### src/rtl/seed_mode_ctrl_pkg.sv
// seed_mode_pkg: shared types and constants for the seed/mode controller.
// Provides the per-mode action encoding, the mode-to-action mapping, the
// mode-index width helper and the default LFSR tap mask.
package seed_mode_pkg;

    // What the seed register does while a given mode is active.
    typedef enum logic [1:0] {
        ACT_IDLE,
        ACT_HOLD,
        ACT_STEP,
        ACT_RUN
    } action_t;

    // Default feedback taps for a 64-bit register (bits 63, 62, 60, 59).
    localparam logic [63:0] DEFAULT_TAPS = 64'hD800_0000_0000_0000;

    // Modes 0..2 have dedicated actions; every higher mode free-runs.
    function automatic action_t mode_to_action(input int unsigned mode_v);
        action_t act;
        case (mode_v)
            0:       act = ACT_IDLE;
            1:       act = ACT_HOLD;
            2:       act = ACT_STEP;
            default: act = ACT_RUN;
        endcase
        return act;
    endfunction

    // Bits needed to carry a mode index in 0..nsw.
    function automatic int mode_width(input int nsw);
        return (nsw < 1) ? 1 : $clog2(nsw + 1);
    endfunction

endpackage

### src/rtl/seed_mode_ctrl_if.sv
// seed_mode_ctrl_if: switch/seed/step inputs and mode/seed outputs of the
// seed mode controller, bundled for connection between the controller
// (slave side) and whatever drives it (master side).
interface seed_mode_ctrl_if #(
    parameter int WIDTH = 64,
    parameter int NSW   = 3
);
    localparam int MW = seed_mode_pkg::mode_width(NSW);

    logic [NSW-1:0]   sw;
    logic [WIDTH-1:0] seed;
    logic             load;
    logic             step;
    logic [MW-1:0]    mode;
    logic [NSW:0]     mode_oh;
    logic [WIDTH-1:0] shift_seed;
    logic             tick;

    modport master (
        output sw, seed, load, step,
        input  mode, mode_oh, shift_seed, tick
    );

    modport slave (
        input  sw, seed, load, step,
        output mode, mode_oh, shift_seed, tick
    );
endinterface

### src/rtl/seed_mode_ctrl_switch_debounce.sv
// switch_debounce: one user switch, synchronised by a single flop and then
// filtered so that a new level is accepted only after DB_CYCLES consecutive
// synced samples disagree with the accepted level. Any agreeing sample
// restarts the count, so short glitches never reach the output.
// Build option: SEED_MODE_CTRL_DEBOUNCE_EN enables the counter; without it
// the synced level is passed straight through and DB_CYCLES is ignored.
module switch_debounce #(
    parameter int DB_CYCLES = 4
) (
    input  logic clk,
    input  logic reset,
    input  logic sw_i,
    output logic sw_db_o
);

    logic sync_q;

    // Bring the raw switch level into the clock domain.
    always_ff @(posedge clk) begin
        if (reset) begin
            sync_q <= 1'b0;
        end else begin
            sync_q <= sw_i;
        end
    end

`ifdef SEED_MODE_CTRL_DEBOUNCE_EN
    // Counter only needs to reach DB_CYCLES-1; the next differing sample
    // is the one that commits the change.
    localparam int CW = (DB_CYCLES > 1) ? $clog2(DB_CYCLES) : 1;
    localparam logic [CW-1:0] CNT_LAST = CW'(DB_CYCLES - 1);

    logic [CW-1:0] cnt_q;
    logic          db_q;

    // Count consecutive disagreeing samples and commit on the last one.
    always_ff @(posedge clk) begin
        if (reset) begin
            cnt_q <= '0;
            db_q  <= 1'b0;
        end else if (sync_q == db_q) begin
            cnt_q <= '0;
        end else if (cnt_q == CNT_LAST) begin
            cnt_q <= '0;
            db_q  <= sync_q;
        end else begin
            cnt_q <= cnt_q + CW'(1);
        end
    end

    assign sw_db_o = db_q;
`else
    assign sw_db_o = sync_q;
`endif

endmodule

### src/rtl/seed_mode_ctrl.sv
// seed_mode_ctrl: debounces NSW switches, priority-encodes them into a mode
// (lowest set switch wins, none set = idle) and drives a Fibonacci LFSR
// seed register that holds, single-steps on step rising edges, or
// free-runs according to the mode. Leaving idle reloads the seed; a zero
// seed is replaced by 1 so the register can never lock up.
// Build option: SEED_MODE_CTRL_DEBOUNCE_EN (see switch_debounce).
module seed_mode_ctrl
    import seed_mode_pkg::*;
#(
    parameter int               WIDTH     = 64,
    parameter int               NSW       = 3,
    parameter int               DB_CYCLES = 4,
    parameter logic [WIDTH-1:0] TAPS      = WIDTH'(DEFAULT_TAPS)
) (
    input  logic           clk,
    input  logic           reset,
    seed_mode_ctrl_if.slave bus
);

    localparam int               MW       = mode_width(NSW);
    localparam logic [NSW:0]     OH_ONE   = {{NSW{1'b0}}, 1'b1};
    localparam logic [WIDTH-1:0] SEED_ONE = {{(WIDTH-1){1'b0}}, 1'b1};

    logic [NSW-1:0]   sw_db;
    logic [MW-1:0]    mode_d;
    logic [MW-1:0]    mode_q;
    logic [NSW:0]     mode_oh_q;
    logic             entry_q;
    logic             step_q;
    logic             step_prev_q;
    logic             step_rise;
    action_t          act;
    logic             load_evt;
    logic             advance;
    logic [WIDTH-1:0] lfsr_d;
    logic [WIDTH-1:0] lfsr_q;
    logic             tick_d;
    logic             tick_q;

    // One synchroniser/debouncer per switch.
    for (genvar gi = 0; gi < NSW; gi++) begin : g_sw
        switch_debounce #(
            .DB_CYCLES (DB_CYCLES)
        ) u_db (
            .clk     (clk),
            .reset   (reset),
            .sw_i    (bus.sw[gi]),
            .sw_db_o (sw_db[gi])
        );
    end

    // Priority encoder: scan high to low so the lowest set switch wins.
    always_comb begin
        mode_d = '0;
        for (int i = NSW - 1; i >= 0; i--) begin
            if (sw_db[i]) begin
                mode_d = MW'(i + 1);
            end
        end
    end

    // Mode register, its one-hot copy, and a flag marking the cycle right
    // after the mode left idle (that cycle performs the entry reload).
    always_ff @(posedge clk) begin
        if (reset) begin
            mode_q    <= '0;
            mode_oh_q <= OH_ONE;
            entry_q   <= 1'b0;
        end else begin
            mode_q    <= mode_d;
            mode_oh_q <= OH_ONE << mode_d;
            entry_q   <= (mode_q == '0) && (mode_d != '0);
        end
    end

    // Two-deep step history; a rising edge is only acted on if the mode is
    // STEP when it is seen, otherwise it is simply dropped.
    always_ff @(posedge clk) begin
        if (reset) begin
            step_q      <= 1'b0;
            step_prev_q <= 1'b0;
        end else begin
            step_q      <= bus.step;
            step_prev_q <= step_q;
        end
    end

    assign step_rise = step_q & ~step_prev_q;
    assign act       = mode_to_action(32'(mode_q));
    assign load_evt  = bus.load | entry_q;
    assign advance   = (act == ACT_RUN) || ((act == ACT_STEP) && step_rise);

    // Next seed value: load beats advance, advance beats hold.
    always_comb begin
        lfsr_d = lfsr_q;
        tick_d = 1'b0;
        if (load_evt) begin
            lfsr_d = (bus.seed == '0) ? SEED_ONE : bus.seed;
        end else if (advance) begin
            lfsr_d = {lfsr_q[WIDTH-2:0], ^(lfsr_q & TAPS)};
            tick_d = 1'b1;
        end
    end

    // Seed register and the advance strobe that accompanies each new value.
    always_ff @(posedge clk) begin
        if (reset) begin
            lfsr_q <= '0;
            tick_q <= 1'b0;
        end else begin
            lfsr_q <= lfsr_d;
            tick_q <= tick_d;
        end
    end

    assign bus.mode       = mode_q;
    assign bus.mode_oh    = mode_oh_q;
    assign bus.shift_seed = lfsr_q;
    assign bus.tick       = tick_q;

endmodule

### src/flat_wrapper.sv
// flat-port wrapper written by rule: the top's interface ports become plain ports
module seed_mode_ctrl_flat import seed_mode_pkg::*;
#(
    parameter int               WIDTH     = 64,
    parameter int               NSW       = 3,
    parameter int               DB_CYCLES = 4,
    parameter logic [WIDTH-1:0] TAPS      = WIDTH'(DEFAULT_TAPS)
)
  (clk, reset, bus_sw, bus_seed, bus_load, bus_step, bus_mode, bus_mode_oh, bus_shift_seed, bus_tick);
  seed_mode_ctrl_if #(.WIDTH(WIDTH), .NSW(NSW)) bus_i ();
  input  logic clk;
  input  logic reset;
  input wire logic [$bits(bus_i.sw)-1:0] bus_sw;
  input wire logic [$bits(bus_i.seed)-1:0] bus_seed;
  input wire logic [$bits(bus_i.load)-1:0] bus_load;
  input wire logic [$bits(bus_i.step)-1:0] bus_step;
  output wire logic [$bits(bus_i.mode)-1:0] bus_mode;
  output wire logic [$bits(bus_i.mode_oh)-1:0] bus_mode_oh;
  output wire logic [$bits(bus_i.shift_seed)-1:0] bus_shift_seed;
  output wire logic [$bits(bus_i.tick)-1:0] bus_tick;
  assign bus_i.sw = bus_sw;
  assign bus_i.seed = bus_seed;
  assign bus_i.load = bus_load;
  assign bus_i.step = bus_step;
  assign bus_mode = bus_i.mode;
  assign bus_mode_oh = bus_i.mode_oh;
  assign bus_shift_seed = bus_i.shift_seed;
  assign bus_tick = bus_i.tick;
  seed_mode_ctrl #(.WIDTH(WIDTH), .NSW(NSW), .DB_CYCLES(DB_CYCLES), .TAPS(TAPS)) u_core (.clk(clk), .reset(reset), .bus(bus_i));
endmodule
### config.mk
export PLATFORM = sky130hd
export DESIGN_NAME = seed_mode_ctrl_flat
export DESIGN_NICKNAME = d
export VERILOG_FILES = /design/src/rtl/seed_mode_ctrl_pkg.sv /design/src/rtl/seed_mode_ctrl_if.sv /design/src/rtl/seed_mode_ctrl_switch_debounce.sv /design/src/rtl/seed_mode_ctrl.sv /design/src/flat_wrapper.sv
export SDC_FILE = /design/constraint.sdc
export NUM_CORES = 1
export LEC_CHECK = 0
export BUFFER_PORTS_ARGS = -buffer_cell sky130_fd_sc_hd__buf_2
export CORE_AREA = 10 10 93 95
export CTS_CLUSTER_DIAMETER = 120
export DETAILED_ROUTE_END_ITERATION = 7
export DIE_AREA = 0 0 103 105
export HOLD_SLACK_MARGIN = 0.08
export PLACE_DENSITY = 0.88
export SLEW_MARGIN = 20
export SYNTH_ARGS = -nofsm -noshare
export SYNTH_HDL_FRONTEND = slang
export SYNTH_HIERARCHICAL = 1
export SYNTH_SLANG_ARGS = --single-unit
### constraint.sdc
create_clock -name clk -period 1.9 [get_ports clk]
set_input_delay 0.38 -clock clk [delete_from_list [all_inputs] [get_ports clk]]
set_output_delay 0.38 -clock clk [all_outputs]
set_load 0.05 [all_outputs]
* Word level (Yosys, flattened, before mapping)
Cells that the tools add are included.
** Word-level totals
- Flip-flop bits (word level) :: 77
- Output and inout port bits :: 71
- Word-level logic and storage cells :: 35
** Operators by class
- Shift-type cells :: 1
- Equality and inequality tests :: 4
- Reduce and logical (&&, ||, !) cells :: 9
- Bitwise operators :: 3
- Mux-type cells :: 8
** Operators with widths (number)
- 64-bit two-way mux :: 3
- 64-bit zero test :: 1
- 64-bit XOR reduction :: 1
- 2-bit == test, second input constant :: 3
- 2-bit two-way mux :: 3
- 2-bit case mux with 3 select lines :: 1
- 2-bit nonzero test :: 2
- 1-bit by 2-bit left shift with 4-bit output, first input constant :: 1
- 2-bit by 1-bit == test with 1-bit output, second input constant :: 1
- 1-bit logical AND :: 2
- 2-bit zero test :: 1
- 2-bit OR reduction :: 1
- 1-bit AND :: 1
- 1-bit logical OR :: 1
- 1-bit two-way mux :: 1
- 1-bit NOT :: 1
- 1-bit OR :: 1

* Logic depth before layout (Yosys ltp)
Gate-level depths: netlist of run 1.
- Word-level depth :: 7
- Depth in mapped cells :: 6
- Depth with buffers taken out :: 5

* By module
The synthesis of run 1 kept the hierarchy.
** By module, submodules not included
- seed_mode_ctrl :: instances 1, cells each 337, area each 3250.6 um2
- switch_debounce :: instances 3, cells each 2, area each 33.8 um2

* Least setup slack after synthesis of run 1
Ideal clock, no wire load.
- Kind :: flip-flop to flip-flop
- Start point :: register u_core.mode_q[0], in the netlist u_core/bus.mode[0]
- End point :: register u_core.lfsr_q[10], in the netlist u_core/bus.shift_seed[10]
- Arrival time :: 1447 ps
- Cell stages (with the launch flop) :: 6
- Clock period less this slack :: 1533 ps
- Slack :: 367 ps
- Cells stage by stage :: dfxtp_1 > o21ai_2 > buf_6 > buf_6 > mux2i_1 > a211oi_1
** Between the ends
- Word-level cells in the longest chain between the ends :: 6
- Elaborated cells between the ends (all ways) :: 9
- Those cells by class :: 4 x eq/ne; 1 x mux; 4 x reduce/logical
** Ends and longest elaborated chain
- start: declaration :: RTL line seed_mode_ctrl.sv:26 : logic [MW-1:0] mode_q;
- start signal: assignment :: RTL line seed_mode_ctrl.sv:70 : mode_q <= mode_d;
- 2-bit == test (tied with other cells) :: RTL line seed_mode_ctrl_pkg.sv:20 : case (mode_v)
- 2-bit case mux with 3 select lines * :: RTL line seed_mode_ctrl_pkg.sv:20
- 2-bit == test :: RTL line seed_mode_ctrl.sv:91 : assign advance = (act == ACT_RUN) || ((act == ACT_STEP) && step_rise);
- 1-bit logical AND :: RTL line seed_mode_ctrl.sv:91
- 1-bit logical OR * :: RTL line seed_mode_ctrl.sv:91
- 2-bit nonzero test (no line) *
- end signal: assignment :: RTL line seed_mode_ctrl.sv:111 : lfsr_q <= lfsr_d;
- end: declaration :: RTL line seed_mode_ctrl.sv:36 : logic [WIDTH-1:0] lfsr_q;
Mark *: on every way between the ends. The rest lies on a longest branch, timed or not.
A chain may end at the register's enable or synchronous reset.

* Worst setup path after layout of run 1
- Start point :: input bus_seed[35]
- End point :: register u_core.lfsr_q[0], in the netlist u_core/bus.shift_seed[0]
** Between the ends
- Word-level cells in the longest chain between the ends :: 3
** Ends and longest elaborated chain
- start: declaration :: RTL line flat_wrapper.sv:14 : input wire logic [$bits(bus_i.seed)-1:0] bus_seed;
- 64-bit zero test :: RTL line seed_mode_ctrl.sv:98 : lfsr_d = (bus.seed == '0) ? SEED_ONE : bus.seed;
- 64-bit two-way mux :: RTL line seed_mode_ctrl.sv:98
- 64-bit two-way mux :: RTL line seed_mode_ctrl.sv:97 : if (load_evt) begin
No other way between the ends.

==> PnR_summary.wiki, run 1 <==
{| class="wikitable"
! Metric !! Value
|-
| Result of the run || finished clean
|-
| Top flip-flop cell by instance count after synthesis || dfxtp_1
|-
| CP most frequent cell || nor4_1
|-
| Share of Yosys cell area claimed by the top area cell type || ~46%
|-
| Yosys synthesis warning count || 6
|-
| Number of remaining DRC errors || 0
|-
| Effective utilization at floorplan || roughly 50%
|-
| Final weighted congestion in routability-driven placement || ~0.76
|-
| Standard cell with the maximum stage delay on the critical path || nor4_1
|-
| Slew HR || between 60 and 70%
|-
| Chip height || 105 um
|-
| Boundary Pins || 142
|-
| Library cell used as clock root buffer || clkbuf_8
|-
| # placed instances || roughly 540
|-
| Cell type with the highest aggregate area in the netlist || dfxtp_1
|-
| Clock tree from TritonCTS || yes
|-
| RSZ-0062 raised after global routing || false
|-
| Largest net degree at the start of global routing || 70
|-
| Power dissipated by switching net loads || about 1400 uW
|-
| Proportion of synthesized chip area in sequential cells || 46.0%
|-
| Sum of negative setup slack || 0 ps
|-
| DPL Wire Length || about 7500 um
|-
| Vias per inst || ~5.6
|-
| MaxCap Viol Count || 0
|-
| Peak VDD IR || between 0.6 and 0.7 mV
|-
| Mapped Nets || 414
|-
| Number of routed nets with antenna violations || 0
|-
| Critical Path, Cell by Cell || buf_2 -> nor4_1 -> buf_4 -> nand4_1 -> nor4_1 -> nor3_1 -> a211oi_1
|-
| Share of the clock period used by the worst path || 80.1%
|-
| Cell area after technology mapping || 3350 um2
|-
| Total congestion overflow || 0
|-
| Upper clock frequency limit || 657 MHz
|-
| Fin cells || about 560
|-
| # port buffers || roughly 140
|-
| Final cell utilization of the core || 64.3%
|-
| WL final || between 9000 and 10000 um
|-
| CP endpoint || u_core/bus.shift_seed[0]
|-
| Floorplan Core Area || between 6000 and 7000 um2
|-
| Worst min-delay path class || in -> reg
|-
| Static leakage || roughly 0.0023 uW
|-
| Via count || slightly above 3000
|-
| Worst R2R Setup Slack || between 400 and 500 ps
|-
| Flip-flop and latch count after synthesis || between 70 and 80
|-
| Library cells used by synthesis || 20
|-
| Total Routing Usage GR || ~17%
|-
| Clock-pin slew of the registers on the worst-case setup and hold paths || roughly 80 ps
|-
| Cell count after synthesis || around 340
|-
| FFs w/ async S/R, synth || 0%
|-
| Data required time at the worst endpoint || 2150 ps
|-
| Power density relative to cell area || ~980 nW/um2
|-
| Vias in the first global route || between 3000 and 4000
|-
| Top post-synthesis cells by area || dfxtp_1, mux2i_1, a211oi_1, nor2_1, nor4_1
|-
| Post_cts resized || 0
|-
| Clock latency on the worst-skew pair || 340 ps
|-
| Die Outline Area || roughly 11000 um2
|-
| R2R cell count || 5
|-
| Final Hold Violating Endpoints || 0
|-
| Initial antenna violation count || 0
|-
| Final number of setup-violating endpoints || 0
|-
| N_diodes || 0
|-
| Avg WL per Cell || roughly 18 um
|-
| Worst setup path startpoint || bus_seed[35]
|-
| Reg-to-Reg Start || u_core/step_q
|-
| Category of the worst setup path capture point || flop
|-
| Largest buffer count on any clock path || 2
|-
| Proportion of total power due to net switching || about a third
|-
| Gate power share || between 20 and 30%
|-
| Syn-to-layout area delta || 29.7%
|-
| Worst Tran Pin Value || between 400 and 500 ps
|-
| CTS buffer count || 9
|-
| Post-CTS Setup Repair Bufs || 0
|-
| Clock tree sinks || 77
|-
| Die outline width || roughly 100 um
|-
| Sequential cell fraction of total power || between 40% and 50%
|-
| Row cnt || 30
|-
| Leading post-synthesis cells by instance count || dfxtp_1, nor2_1, a211oi_1
|-
| Post-layout minimum cycle time || around 1500 ps
|-
| Depth of the CTS H-tree || 3
|-
| Post-CTS Hold Buffers || 0
|-
| Max Fanout on Critical Path || 2
|-
| Filler cell count in the final layout || slightly below 600
|-
| Clock share of power || 31.4%
|-
| Worst setup path category || in -> reg
|-
| Post-synth EDFFs || 0
|-
| Max-slew violation count || 0
|-
| RR Endpoint || u_core/bus.shift_seed[29]
|-
| Number of detailed-routing iterations run before antenna repair || 4
|-
| Number of nets in the finished design || between 500 and 600
|-
| Critical Path Max Stage Delay || 480 ps
|-
| Sort of element at the start of the critical path || primary input
|-
| Global-route wire length before repair || 15300 um
|-
| DR iter-0 viols || approximately 110
|-
| Mean post-synth cell area || 9.77 um2
|-
| Share of cells above drive strength 1 || roughly a third
|-
| Data arrival time at the worst-slack endpoint || about 1800 ps
|-
| Most common cell in the netlist || dfxtp_1
|-
| Internal Power || about 2800 uW
|-
| Max Clock Skew || around 11 ps
|}
## registers in the layout, indices dropped and copies added (netlist names)
signal	cells
u_core/bus.shift_seed	64
u_core/bus.mode_oh	4
u_core/g_sw.u_db/sw_db_o	3
u_core/bus.mode	2
u_core/bus.tick	1
u_core/entry_q	1
u_core/step_prev_q	1
u_core/step_q	1
## worst max-delay path, delay by kind of cell
kind | cells | cell delay, ps
buf+inv | 2 | 300
compound gates | 1 | 200
simple gates | 4 | 900
## cell usage in the layout (no fill, tap or decap), drive strengths merged
master and instances:
buf 148, dfxtp 77, nor2 67, a211oi 64, mux2i 63, nor4 18
clkbuf 11, nor2b 7, nor3 5, nand4 4, xnor2 3, bufinv 2
a21oi 2, clkinvlp 1, clkinv 1, o21ai 1, inv 1, or2 1
nor4b 1
## per-layer routing
metal  global-route usage, %  wire (um)  vias up
li1                        -          -     1523
met4                    6.26        105        0
met5                       0          0        -
met2                    28.4       4700      115
met3                    4.41        796       12
met1                    21.0       4210     1453
## how the worst min path moves through the flow
stage                               from            endpoint  slack, ps  cells after the start
after floorplan           u_core/entry_q     u_core/bus.tick        400                      1
after global placement     u_core/step_q  u_core/step_prev_q        440                      1
after detailed placement   u_core/step_q  u_core/step_prev_q        450                      1
after CTS                       bus_load     u_core/bus.tick        240                      2
after global routing            bus_load     u_core/bus.tick        260                      2
final                           bus_load     u_core/bus.tick        250                      2
## cell type report
cell class              count  area (um2)  share of cell area [%]
clock inverters             4        72.6                    1.67
repair buffers            148         821                    18.9
flip-flops and latches     77        1540                    35.5
multi-input cells         236        1670                    38.3
well taps                  80         100                    2.30
inverters                   1        3.75                  0.0864
clock buffers              11         141                    3.25
## logic make-up (layout without fill, tap and decap cells)
family,after synthesis,in the layout,synth area share [%]
xor gates and xnor gates,3,3,0.784
buffers and inverters,30,164,4.74
muxes,63,63,18.8
AOI/OAI and AO/OA,67,67,14.9
DFF,77,77,46.0
and+or+nand+nor,103,103,14.8
## power groups by stage
stage | combinational (uW) | clock [uW] | sequential [uW]
after detailed placement | 1080 | 0 | 1890
after global placement | 1060 | 0 | 1880
after floorplan | 335 | 0 | 2310
after CTS | 1080 | 1360 | 1860
final | 1080 | 1340 | 1860
after global routing | 1140 | 1440 | 1870
## metrics by stage
stage / instance area, um2 / hold slack [ps] / power (uW) / setup slack (ps)
CTS: 4350 / 243 / 4300 / 386
global route: 4350 / 257 / 4460 / 232
floorplan: 3350 / 399 / 2650 / 367
detailed placement: 4130 / 451 / 2970 / 32.4
finish: 4350 / 253 / 4280 / 379
global placement: 4130 / 443 / 2940 / 71.2
Power figures use the tool's default switching activity.
==> inputs of run 2 (changes only) <==
--- a/config.mk
+++ b/config.mk
@@ -5,13 +5,14 @@
 export SDC_FILE = /design/constraint.sdc
 export NUM_CORES = 1
 export LEC_CHECK = 0
+export ABC_AREA = 1
 export BUFFER_PORTS_ARGS = -buffer_cell sky130_fd_sc_hd__buf_2
-export CORE_AREA = 10 10 93 95
+export CORE_AREA = 10 10 95 97
 export CTS_CLUSTER_DIAMETER = 120
 export DETAILED_ROUTE_END_ITERATION = 7
-export DIE_AREA = 0 0 103 105
+export DIE_AREA = 0 0 105 107
 export HOLD_SLACK_MARGIN = 0.08
-export PLACE_DENSITY = 0.88
+export PLACE_DENSITY = 0.85
 export SLEW_MARGIN = 20
 export SYNTH_ARGS = -nofsm -noshare
 export SYNTH_HDL_FRONTEND = slang
==> constraint.sdc (replaced) <==
create_clock -name clk -period 1.5 [get_ports clk]
set_input_delay 0.3 -clock clk [delete_from_list [all_inputs] [get_ports clk]]
set_output_delay 0.3 -clock clk [all_outputs]
set_load 0.05 [all_outputs]
==> run 2 against run 1 <==
Effect of this change: flip-flop and latch count stayed put; synthesized cell count is 31% higher; critical path depth is 6 lower; die area is 3.9% higher; design area is 0.63% higher; combinational power is 28% higher; utilization is 3.0 points lower; critical endpoint is now bus_mode[1].
==> PnR_summary.wiki, run 2 <==
{| class="wikitable"
! Metric !! Value
|-
| Cell area after technology mapping || 3370 um2 (+0.60%)
|-
| N_diodes || 0 (unchanged)
|-
| Data arrival time at the worst-slack endpoint || 1150 ps (-620 ps)
|-
| Number of routed nets with antenna violations || 0 (unchanged)
|-
| Row cnt || 31 (+3.3%)
|-
| Total congestion overflow || 0 (unchanged)
|-
| Power density relative to cell area || 1220 nW/um2 (+24%)
|-
| Global-route wire length before repair || 16300 um (+6.1%)
|-
| Floorplan Core Area || 7140 um2 (+5.6%)
|-
| Post-CTS Hold Buffers || 0 (unchanged)
|-
| Setup slack of the critical path after layout || 53.4 ps (-325 ps)
|-
| Peak VDD IR || 0.649 mV (+6.2%)
|-
| Sum of negative setup slack || 0 ps (unchanged)
|-
| Top post-synthesis cells by area || dfxtp_1, nor2_1, o21ai_0, nor3_2, nor3_1
|-
| Proportion of synthesized chip area in sequential cells || 45.7% (-0.27 points)
|-
| Post-CTS Setup Repair Bufs || 0 (unchanged)
|-
| Power dissipated by switching net loads || 1890 uW (+31%)
|-
| Depth of the CTS H-tree || 3 (unchanged)
|-
| Data required time at the worst endpoint || 1200 ps (-950 ps)
|-
| Hold Slack || 166 ps (-87.1 ps)
|-
| Share of cells above drive strength 1 || 33.4% (-1.8 points)
|-
| Max Fanout on Critical Path || 4 (+2)
|-
| Gate power share || 25.8% (+0.6 points)
|-
| Clock tree sinks || 77 (unchanged)
|-
| Effective utilization at floorplan || 47.2% (-2.4 points)
|-
| Clock latency on the worst-skew pair || 330 ps (about the same)
|-
| Final number of setup-violating endpoints || 0 (unchanged)
|-
| Initial antenna violation count || 0 (unchanged)
|-
| DPL Wire Length || 7560 um (+1.1%)
|-
| Vias in the first global route || 3500 (+11%)
|-
| Critical Path, Cell by Cell || buf_2
|-
| Clock share of power || 30.0% (-1.4 points)
|-
| RSZ-0062 raised after global routing || false
|-
| Static leakage || 0.00217 uW (-4.8%)
|-
| WL final || 9940 um (+1.2%)
|-
| Chip height || 107 um (+1.9%)
|-
| Final Hold Violating Endpoints || 0 (unchanged)
|-
| Worst min-delay path class || in -> reg
|-
| Number of flip-flops under the largest register name || 64 (unchanged)
|-
| Share of Yosys cell area claimed by the top area cell type || 45.7% (-0.27 points)
|-
| Multi-input combinational cell area || 1630 um2 (-2.3%)
|-
| Library cells used by synthesis || 24 (+20%)
|-
| Register area || 1540 um2 (about the same)
|-
| Proportion of total power due to net switching || 35.4% (+1.7 points)
|-
| Worst Tran Pin Value || 337 ps (-163 ps)
|-
| Clock-pin slew of the registers on the worst-case setup and hold paths || 80 ps (about the same)
|-
| Number of remaining DRC errors || 0 (unchanged)
|-
| Worst setup path category || reg -> out
|-
| Vias per inst || 5.10 (-8.5%)
|-
| Boundary Pins || 142 (unchanged)
|-
| Top delay family on crit path || flip-flops
|-
| Result of the run || finished clean
|-
| Post-layout minimum cycle time || about 1400 ps
|-
| Filler cell count in the final layout || 712 (+20%)
|-
| Most common library cell in the layout ignoring fill and taps || nor2_1
|-
| CTS buffer count || 9 (unchanged)
|-
| Library cell used as clock root buffer || clkbuf_8
|-
| Cell count after synthesis || 450 (+31%)
|-
| Mapped Nets || 521 (+26%)
|-
| Post_cts resized || 0 (unchanged)
|-
| Sort of element at the start of the critical path || flop
|-
| Mean post-synth cell area || 7.49 um2 (-23%)
|-
| Number of nets in the finished design || 656 (+21%)
|-
| Sequential cell fraction of total power || 44.2% (+0.8 points)
|-
| FFs w/ async S/R, synth || 0% (unchanged)
|-
| DR iter-0 viols || 192 (+71%)
|-
| Upper clock frequency limit || around 690 MHz
|-
| Category of the worst setup path capture point || output port
|-
| Leading cell types in the layout, fill and taps excluded || nor2_1, buf_2, dfxtp_1
|-
| Internal Power || 3450 uW (+22%)
|-
| Most common cell in the netlist || nor2_1
|-
| Leading post-synthesis cells by instance count || nor2_1, dfxtp_1, o21ai_0
|-
| Total Routing Usage GR || 16.9% (-0.39 points)
|-
| Critical Path Max Stage Delay || 490 ps (about the same)
|-
| Area of all placed cells without fillers || 4370 um2 (+0.63%)
|-
| Flip-flop and latch count after synthesis || 77 (unchanged)
|-
| Syn-to-layout area delta || 29.7% (about the same)
|-
| Yosys synthesis warning count || 6 (unchanged)
|-
| Standard cell with the maximum stage delay on the critical path || dfxtp_1
|-
| Final weighted congestion in routability-driven placement || 0.790 (+3.7%)
|-
| Total cell area at the placement stage || 4160 um2 (+0.76%)
|-
| Slew HR || 77.5% (+11 points)
|-
| Max-slew violation count || 0 (unchanged)
|-
| Die Outline Area || 11200 um2 (+3.9%)
|-
| Number of detailed-routing iterations run before antenna repair || 5 (+1)
|-
| Clock tree from TritonCTS || yes
|-
| Final cell utilization of the core || 61.3% (-3.0 points)
|-
| Number of buffer and inverter instances along the worst setup path || 1 (-1)
|-
| Avg WL per Cell || 14.4 um (-18%)
|-
| Pre-CTS worst setup slack || 119 ps (+86.2 ps)
|-
| Worst R2R Setup Slack || 140 ps (-340 ps)
|-
| # port buffers || 141 (unchanged)
|-
| Post-synth EDFFs || 0 (unchanged)
|-
| MaxCap Viol Count || 0 (unchanged)
|-
| Cell type with the highest aggregate area in the netlist || dfxtp_1
|-
| Die outline width || 105 um (+1.9%)
|-
| Largest buffer count on any clock path || 2 (unchanged)
|-
| Via count || 3514 (+13%)
|-
| Max Clock Skew || 8.76 ps (-1.83 ps)
|-
| Top flip-flop cell by instance count after synthesis || dfxtp_1
|-
| Share of the clock period used by the worst path || 96.4%
|-
| Largest net degree at the start of global routing || 64 (-8.6%)
|}
==> run 2: cell types whose count changed in the layout (fill, tap and decap cells not counted), sizes merged, moves of 4 or more <==
cell,change
o21ai,+52
nor2,+112
a211oi,-64
nor2b,-7
nand4,-4
mux2i,-63
nor3,+48
nand2,+30
nor4,-18
o221ai,+12
inv,+11
==> run 2: area by class of cell <==
cell class                 count  area share, %
clock inverter                 5           1.34
inverter                      12           1.03
multi-input combinational    335           37.2
clock buffer                  11           3.46
tap                           99           2.83
sequential                    77           35.3
timing repair buffer         150           18.8
==> run 2: cells by family (layout without fill, tap and decap cells) <==
family	after synthesis	count (layout)	synth area share (%)
buffers and inverters	38	178	5.97
and+or+nand+nor	264	264	35.8
xor gates and xnor gates	2	2	0.520
DFF	77	77	45.7
AOI/OAI and AO/OA	69	69	12.0
==> run 2: layer usage <==
layer / routed length [um] / track usage, %
met5: 0 / 0
met4: 54 / 4.71
met3: 816 / 5.15
met2: 4910 / 29.4
met1: 4150 / 19.7
==> run 2: final timing paths <==
check / depth (start not counted) / endpoint / start
max: 1 / bus_mode[1] / u_core/bus.mode[1]
min: 3 / u_core/g_sw[0].u_db/sw_db_o / bus_sw[0]
max reg2reg: 7 / u_core/bus.shift_seed[44] / u_core/step_q
min reg2reg: 1 / u_core/entry_q / u_core/bus.mode[0]
==> run 2: worst register-to-register path, stage by stage, from the launching register on <==
cell and delay [ps]:
dfxtp_1 310, inv_1 70, o21ai_4 190, nand2_4 90, nand2_4 70, buf_12 220
o21ai_0 170, nor3_1 160
==> run 2: power groups by stage <==
stage               Combinational [uW]  Clock [uW]  Sequential [uW]
floorplan                          417           0             2970
global placement                  1360           0             2400
detailed placement                1390           0             2410
CTS                               1390        1650             2360
global route                      1480        1730             2390
finish                            1380        1600             2360
==> run 2: through the flow <==
step / std cells / power [uW]
after floorplan: 450 / 3380
after global placement: 673 / 3760
after detailed placement: 673 / 3790
after CTS: 689 / 5400
after global routing: 689 / 5590
final: 689 / 5340
==> inputs of run 3 (changes only) <==
--- a/config.mk
+++ b/config.mk
@@ -6,7 +6,7 @@
 export NUM_CORES = 1
 export LEC_CHECK = 0
 export ABC_AREA = 1
-export BUFFER_PORTS_ARGS = -buffer_cell sky130_fd_sc_hd__buf_2
+export BUFFER_PORTS_ARGS = -buffer_cell sky130_fd_sc_hd__clkbuf_2
 export CORE_AREA = 10 10 95 97
 export CTS_CLUSTER_DIAMETER = 120
 export DETAILED_ROUTE_END_ITERATION = 7
==> run 3 against run 2 <==
Effect of this change: first-iteration DRC count fell by 14%; highest routed layer unchanged; non-clock buffer count is the same; register-to-register slack gained 40 ps.
==> PnR_summary.wiki, run 3 (synthesis gave the netlist of run 2 again) <==
{| class="wikitable"
! Metric !! Value
|-
| Number of remaining DRC errors || 0 (unchanged)
|-
| Row cnt || 31 (unchanged)
|-
| Proportion of total power due to net switching || 35.4% (about the same)
|-
| Power density relative to cell area || 1210 nW/um2 (-1.3%)
|-
| Number of nets in the finished design || 656 (unchanged)
|-
| Chip height || 107 um (unchanged)
|-
| Peak VDD IR || 0.661 mV (+2.0%)
|-
| Via count || 3498 (-0.46%)
|-
| Most common library cell in the layout ignoring fill and taps || nor2_1
|-
| Final number of setup-violating endpoints || 0 (unchanged)
|-
| DPL Wire Length || 7490 um (-0.84%)
|-
| Effective utilization at floorplan || 47.2% (unchanged)
|-
| Result of the run || finished clean
|-
| Post-CTS Hold Buffers || 0 (unchanged)
|-
| Top delay family on crit path || flip-flops
|-
| Die outline width || 105 um (unchanged)
|-
| Category of the worst setup path capture point || output port
|-
| Worst min-delay path class || in -> reg
|-
| Boundary Pins || 142 (unchanged)
|-
| Gate power share || 26.1% (+0.3 points)
|-
| Slew HR || 78.6% (+1.0 points)
|-
| Sum of negative setup slack || 0 ps (unchanged)
|-
| Share of the clock period used by the worst path || 95.3% (-1.1 points)
|-
| Overall power || 5250 uW (-1.7%)
|-
| Share of cells above drive strength 1 || 33.1% (-0.28 points)
|-
| Largest buffer count on any clock path || 2 (unchanged)
|-
| Max Clock Skew || 10.9 ps (+2.11 ps)
|-
| Worst Tran Pin Value || 322 ps (-15.5 ps)
|-
| MaxCap Viol Count || 0 (unchanged)
|-
| Data arrival time at the worst-slack endpoint || 1130 ps (-20 ps)
|-
| Total congestion overflow || 0 (unchanged)
|-
| Number of detailed-routing iterations run before antenna repair || 4 (-1)
|-
| Number of flip-flops under the largest register name || 64 (unchanged)
|-
| Post-CTS Setup Repair Bufs || 0 (unchanged)
|-
| Post_cts resized || 0 (unchanged)
|-
| Leading cell types in the layout, fill and taps excluded || nor2_1, clkbuf_2, dfxtp_1
|-
| Sort of element at the start of the critical path || flop
|-
| WL final || 9840 um (-0.92%)
|-
| Syn-to-layout area delta || 29.1%
|-
| Number of routed nets with antenna violations || 0 (unchanged)
|-
| Static leakage || 0.00216 uW (-0.68%)
|-
| Clock tree from TritonCTS || yes
|-
| Vias per inst || 5.08 (-0.31%)
|-
| Fin cells || 688 (-0.15%)
|-
| Clock tree sinks || 77 (unchanged)
|-
| Avg WL per Cell || 14.3 um (-0.77%)
|-
| Critical Path Max Stage Delay || 470 ps (-20 ps)
|-
| Total Routing Usage GR || 16.6% (-0.25 points)
|-
| Final cell utilization of the core || 61.0% (-0.28 points)
|-
| # port buffers || 141 (unchanged)
|-
| Worst setup path category || reg -> out
|-
| Library cell used as clock root buffer || clkbuf_8
|-
| Internal Power || 3390 uW (-1.7%)
|-
| Number of buffer and inverter instances along the worst setup path || 1 (unchanged)
|-
| N_diodes || 0 (unchanged)
|-
| Clock-pin slew of the registers on the worst-case setup and hold paths || 80 ps (about the same)
|-
| Power dissipated by switching net loads || 1860 uW (-1.7%)
|-
| Depth of the CTS H-tree || 3 (unchanged)
|-
| Initial antenna violation count || 0 (unchanged)
|-
| Largest net degree at the start of global routing || 66 (+3.1%)
|-
| RSZ-0062 raised after global routing || false
|-
| Global-route wire length before repair || 15900 um (-2.2%)
|-
| Clock share of power || 28.8% (-1.2 points)
|-
| Max Fanout on Critical Path || 4 (unchanged)
|-
| Post-layout minimum cycle time || 1430 ps (-16.9 ps)
|-
| DR iter-0 viols || 166 (-14%)
|-
| Vias in the first global route || 3451 (-1.4%)
|-
| # placed instances || 673 (unchanged)
|-
| Standard cell with the maximum stage delay on the critical path || dfxtp_1
|-
| Clock latency on the worst-skew pair || 330 ps (about the same)
|-
| Sequential cell fraction of total power || 45.0% (+0.8 points)
|-
| Upper clock frequency limit || 699 MHz (+1.2%)
|-
| CTS buffer count || 9 (unchanged)
|-
| Data required time at the worst endpoint || 1200 ps (about the same)
|-
| Floorplan Core Area || 7140 um2 (unchanged)
|-
| Final Hold Violating Endpoints || 0 (unchanged)
|-
| Final weighted congestion in routability-driven placement || 0.773 (-2.2%)
|-
| Die Outline Area || 11200 um2 (unchanged)
|-
| Max-slew violation count || 0 (unchanged)
|-
| Critical Path, Cell by Cell || clkbuf_2
|}
run 3: power groups by stage:
stage	Sequential [uW]	Clock [uW]	Combinational, uW
floorplan	2970	0	417
global route	2390	1630	1470
global placement	2400	0	1360
CTS	2360	1550	1380
finish	2370	1510	1370
detailed placement	2410	0	1380
run 3: path summary, 6_finish.rpt:
path / startpoint / endpoint / slack [ps] / depth (start not counted)
setup reg to reg: u_core/step_q / u_core/bus.shift_seed[33] / 180 / 6
hold reg to reg: u_core/bus.mode[0] / u_core/entry_q / 450 / 1
setup / recovery: u_core/bus.mode[1] / bus_mode[1] / 70 / 1
hold / removal: bus_sw[0] / u_core/g_sw[0].u_db/sw_db_o / 170 / 3
run 3: area by class of cell:
class,instances,area [um2]
tap,99,124
sequential,77,1540
inverter,12,45.0
timing repair buffer,150,823
fill,693,2780
multi-input combinational,335,1630
clock inverter,4,48.8
clock buffer,11,141
run 3: stage by stage:
step           setup WS (ps)  instance area (um2)  hold slack [ps]
2_1_floorplan           56.9                 3370              367
3_3_place_gp             182                 4160              442
3_5_place_dp             130                 4160              442
4_1_cts                 48.5                 4350              152
5_1_grt                 18.3                 4350              161
6_report                70.3                 4350              165
run 3: routing by layer:
layer | routed length (um) | GRT usage [%]
met1 | 4160 | 19.4
met2 | 4690 | 27.9
met3 | 856 | 5.69
met4 | 138 | 6.08
met5 | 0 | 0
